`config.mk`:
```
export PLATFORM = sky130hd
export DESIGN_NAME = sp1_ram_arb
export DESIGN_NICKNAME = d
export VERILOG_FILES = /design/src/rtl/sp1_ram_arb.sv
export SDC_FILE = /design/constraint.sdc
export NUM_CORES = 1
export LEC_CHECK = 0
export ABC_AREA = 1
export CELL_PAD_IN_SITES_DETAIL_PLACEMENT = 1
export CELL_PAD_IN_SITES_GLOBAL_PLACEMENT = 1
export CORE_MARGIN = 10
export CORE_UTILIZATION = 24
export CTS_CLUSTER_DIAMETER = 40
export DETAILED_ROUTE_END_ITERATION = 16
export GPL_TIMING_DRIVEN = 0
export PLACE_DENSITY = 0.83
export SLEW_MARGIN = 40
export SYNTH_ARGS = -nofsm -noshare
export SYNTH_HDL_FRONTEND = slang
export SYNTH_SLANG_ARGS = --single-unit
```
`constraint.sdc`:
```
create_clock -name clk -period 2 [get_ports clk]
set_clock_uncertainty 0.05 [all_clocks]
set_input_delay 0.3 -clock clk [delete_from_list [all_inputs] [get_ports clk]]
set_output_delay 0.3 -clock clk [all_outputs]
set_load 0.01 [all_outputs]
```
`src/rtl/sp1_ram_arb.sv`:
```
// rtl/sp1_ram_arb.sv - two-port round-robin arbiter/sequencer with clear sweep for a 64x32 single-port RAM
module sp1_ram_arb #(
    parameter int AW = 6,
    parameter int DW = 32,
    parameter logic [DW-1:0] CLR_VAL = '0
) (
    input  logic          clk,
    input  logic          rst,
    output logic          busy,
    input  logic          m0_req,
    input  logic          m0_we,
    input  logic [AW-1:0] m0_adr,
    input  logic [DW-1:0] m0_din,
    output logic          m0_gnt,
    output logic          m0_rvalid,
    output logic [DW-1:0] m0_rdata,
    input  logic          m1_req,
    input  logic          m1_we,
    input  logic [AW-1:0] m1_adr,
    input  logic [DW-1:0] m1_din,
    output logic          m1_gnt,
    output logic          m1_rvalid,
    output logic [DW-1:0] m1_rdata,
    output logic          ram_cs,
    output logic          ram_we,
    output logic [AW-1:0] ram_adr,
    output logic [DW-1:0] ram_din,
    input  logic [DW-1:0] ram_dout
);

    typedef enum logic {CLEAR, RUN} state_t;

    localparam logic [AW-1:0] LAST_ADR = '1;
    localparam logic [AW-1:0] ONE      = {{(AW-1){1'b0}}, 1'b1};

    state_t        state_q, state_d;
    logic [AW-1:0] cnt;
    logic          last;
    logic          p1_v, p1_id, p2_v, p2_id;
    logic          sel_we;
    logic [AW-1:0] sel_adr;
    logic [DW-1:0] sel_din;

    always_ff @(posedge clk) begin
        if (!rst) state_q <= CLEAR;
        else      state_q <= state_d;
    end

    // last = 1 means requester 1 was granted most recently, so requester 0 wins a tie
    always_comb begin
        state_d = state_q;
        m0_gnt  = 1'b0;
        m1_gnt  = 1'b0;
        case (state_q)
            CLEAR: if (cnt == LAST_ADR) state_d = RUN;
            RUN: begin
                if (rst) begin
                    if (m0_req && m1_req) begin
                        m0_gnt = last;
                        m1_gnt = !last;
                    end else begin
                        m0_gnt = m0_req;
                        m1_gnt = m1_req;
                    end
                end
            end
            default: state_d = CLEAR;
        endcase
    end

    assign sel_we  = m1_gnt ? m1_we  : m0_we;
    assign sel_adr = m1_gnt ? m1_adr : m0_adr;
    assign sel_din = m1_gnt ? m1_din : m0_din;

    always_ff @(posedge clk) begin
        if (!rst) begin
            cnt     <= '0;
            last    <= 1'b1;
            ram_cs  <= 1'b0;
            ram_we  <= 1'b0;
            ram_adr <= '0;
            ram_din <= '0;
            p1_v    <= 1'b0;
            p1_id   <= 1'b0;
            p2_v    <= 1'b0;
            p2_id   <= 1'b0;
        end else begin
            p1_v  <= 1'b0;
            p2_v  <= p1_v;
            p2_id <= p1_id;
            if (state_q == CLEAR) begin
                ram_cs  <= 1'b1;
                ram_we  <= 1'b1;
                ram_adr <= cnt;
                ram_din <= CLR_VAL;
                cnt     <= cnt + ONE;
            end else if (m0_gnt || m1_gnt) begin
                ram_cs  <= 1'b1;
                ram_we  <= sel_we;
                ram_adr <= sel_adr;
                ram_din <= sel_din;
                last    <= m1_gnt;
                p1_v    <= !sel_we;
                p1_id   <= m1_gnt;
            end else begin
                ram_cs <= 1'b0;
                ram_we <= 1'b0;
            end
        end
    end

    assign busy      = !rst || (state_q == CLEAR);
    assign m0_rvalid = p2_v && !p2_id;
    assign m1_rvalid = p2_v && p2_id;
    assign m0_rdata  = ram_dout;
    assign m1_rdata  = ram_dout;

endmodule

```
==> metrics.csv <==
stage,metric,value,unit
global_routing,Overall Global Routing Usage,0.1384,
critical_path,arrival time at the worst endpoint,1.55,ns
place,dpl ws,-0.4804,ns
clocking,CTS tree,built,
cells_and_area,Layout Utilization,0.4396,
critical_path,CP endpoint kind,output pin,
clocking,CTS max path bufs,2,
die,height of the die,131.8,um
clocking,TritonCTS Buffers,5,
power_and_ir_drop,Pleak,2.296,nW
synth,Post-synth top flop,dfxtp_1,
cells_and_area,ant diodes,0,
synth,top-count cell post-synth,nand2_1,
synth,asr flop ratio synth,0,
synth,Yosys Warn Count,0,
clocking,H-tree depth,2,
sta,Fmax,526.0,MHz
sta,Final Hold Viols,0,
synth,top post-synthesis cells by area,"dfxtp_1 (35%), buf_4 (17%), nand2_1 (15%), a21oi_1 (7.2%), inv_1 (6.4%)",
power_and_ir_drop,Peak VDD IR,332.2,uV
cells_and_area,final non-filler cell area,5324,sq um
route,DR iter-0 viols,84,
die,die area,17380,sq um
clocking,Clock Latency Late Sink,0.29,ns
place,GPL Wtd Cong,0.7770,
die,core area,12110,sq um
sta,Tmin final,1.901,ns
critical_path,CP Class,input port to output pin,
global_routing,global-route wire length before repair,19790,um
synth,top-area cell type share of the netlist area,0.3468,
power_and_ir_drop,Cell Pwr Density,480.4,nW/um^2
synth,Mapped Cells,450,
route,total iterations of the first detailed-routing run,4,
synth,average size of a mapped cell,6.670,sq um
synth,Synth cell types,23,
die,I/O pin total,223,
sta,final worst slack,0.09880,ns
synth,Post-synth EDFFs,0,
clocking,Sink Count,52,
die,num rows,40,
cells_and_area,fraction of layout cells with a size suffix above 1,0.1549,
die,Die X,131.8,um
synth,syn_nets,565,
place,Post-DP Area,5114,sq um
critical_path,critical path launch point type,input port,
sta,RSZ-0062 raised after global routing,false,
cells_and_area,Reg with most FFs,ram_din,
die,initial core utilization,0.2478,
cells_and_area,Filler cells,1534,
sta,final setup vio count,0,
cells_and_area,synth-to-layout area growth,77.37,%
cells_and_area,final net count,766,
sta,Setup TNS,0,ns
synth,"flops & latches, synth",52,
sta,Slew Limit Fails,0,
synth,Commonest cells post-synth,"nand2_1 (123), buf_4 (67), dfxtp_1 (52)",
route,DR WL/cell,15.37,um
sta,Slew Limit Headroom,0.6873,
route,post-detailed-route via-to-cell ratio,4.200,
route,DRC,0,
run,maxcap violations,0,
critical_path,Worst EP required,1.65,ns
place,port bufs,190,
synth,Mapped Area,3002,sq um
critical_path,CP Max Fanout,10,
sta,Least-Margin Pin Slew,0.4691,ns
synth,post-synth top area cell,dfxtp_1,
global_routing,initial antenna violation count,0,
cells_and_area,top flop regs,"ram_din x32, cnt x6, ram_adr x6",
route,vias,3444,
cells_and_area,max reg flops,32,
sta,fin crit share,0.9506,
global_routing,vias in the first global route,3748,
synth,sequential element share of the synthesized area,0.3468,
route,Final ANT Viol Nets,0,
place,final HPWL from detailed placement,10630,um
outcome,outcome,completed,
clocking,Worst-path clk slew,0.07,ns
clocking,root buf cell,clkbuf_16,
min_path,HP Class,flop to flop,
global_routing,grt ovf,0,
route,Total Wirelength,12600,um
global_routing,largest net degree at the start of global routing,17,
## worst paths after layout
path                 startpoint                       to  slack [ns]  cells past startpoint
max reg2reg  state_q$_SDFF_PN0_  ram_adr[0]$_SDFFE_PN0P_        0.32                     10
min reg2reg     p1_v$_SDFF_PN0_          p2_v$_SDFF_PN0_        0.39                      2
max                      m1_req                   m1_gnt         0.1                      8
min             p1_v$_SDFF_PN0_          p2_v$_SDFF_PN0_        0.39                      2
## stage by stage
| step | power (mW) | hold slack (ns) | instances |
|---|---|---|---|
| 6_report | 2.558 | 0.3860 | 820 |
| 5_1_grt | 2.674 | 0.4136 | 820 |
| 4_1_cts | 2.602 | 0.3907 | 816 |
| 3_5_place_dp | 1.610 | 0.3700 | 808 |
| 3_3_place_gp | 1.597 | 0.3596 | 808 |
| 2_1_floorplan | 1.279 | 0.3405 | 450 |
## cell type report
cell class / count / area, sq um / area share
Clock inverter: 3 / 42.54 / 0.007991
Tap cell: 168 / 210.2 / 0.03948
Clock buffer: 5 / 125.1 / 0.02350
Timing Repair Buffer: 195 / 1932 / 0.3629
Sequential cell: 52 / 1041 / 0.1955
Multi-Input combinational cell: 257 / 1144 / 0.2148
Buffer: 86 / 626.9 / 0.1177
Inverter: 54 / 202.7 / 0.03807
## logic make-up after synthesis
family                   Yosys count  synth area share
AND/OR/NAND/NOR                  172            0.2293
adder cells (fa/ha/maj)            1          0.004168
AO/OA/AOI/OAI                     84            0.1434
buffers and inverters            141            0.2764
flip-flops                        52            0.3468
## power breakdown
group / internal, mW / leakage, nW / switching (mW) / total [mW]
clock network: 0.589 / 0.0798 / 0.387 / 0.976
logic: 0.366 / 1.80 / 0.163 / 0.530
registers: 1.04 / 0.420 / 0.00724 / 1.05
total: 2.00 / 2.30 / 0.558 / 2.56
## repair_timing
item	in CTS	in global routing
hold endpoints to repair	0	0
setup endpoints to repair	3	2
gates cloned	0	0
hold buffers	0	0
resized for setup	8	2
buffers inserted	0	5
pin swaps	2	1
## critical path: stages
cell,delay (ns)
clkdlybuf4s50_1,0.48
inv_1,0.08
a21oi_4,0.13
nand2_2,0.10
buf_8,0.15
buf_6,0.14
inv_1,0.05
buf_2,0.12
## placed cells by master, fill, tap and decap left out, types with 4 or more instances in the layout
cell             Yosys  final
clkdlybuf4s50_1      0    187
nand2_1            123    123
buf_4               67     72
dfxtp_1             52     52
inv_1               51     51
a21oi_1             43     43
nor2_1              26     26
o21ai_0             26     26
o21ai_1             12     12
nand3_1             10     10
buf_2                9     10
nand4_1              6      6
clkbuf_1             5      5
clkbuf_16            0      5
buf_6                5      4
## per-layer routing
metal | share of wire | GRT usage | vias to the layer above
met1 | 0.39 | 0.1437 | 1579
met3 | 0.088 | 0.05716 | 4
li1 | - | - | 1731
met5 | 0 | 0 | -
met2 | 0.51 | 0.2592 | 130
met4 | 0.0039 | 0.01792 | 0
Power figures use the tool's default switching activity.
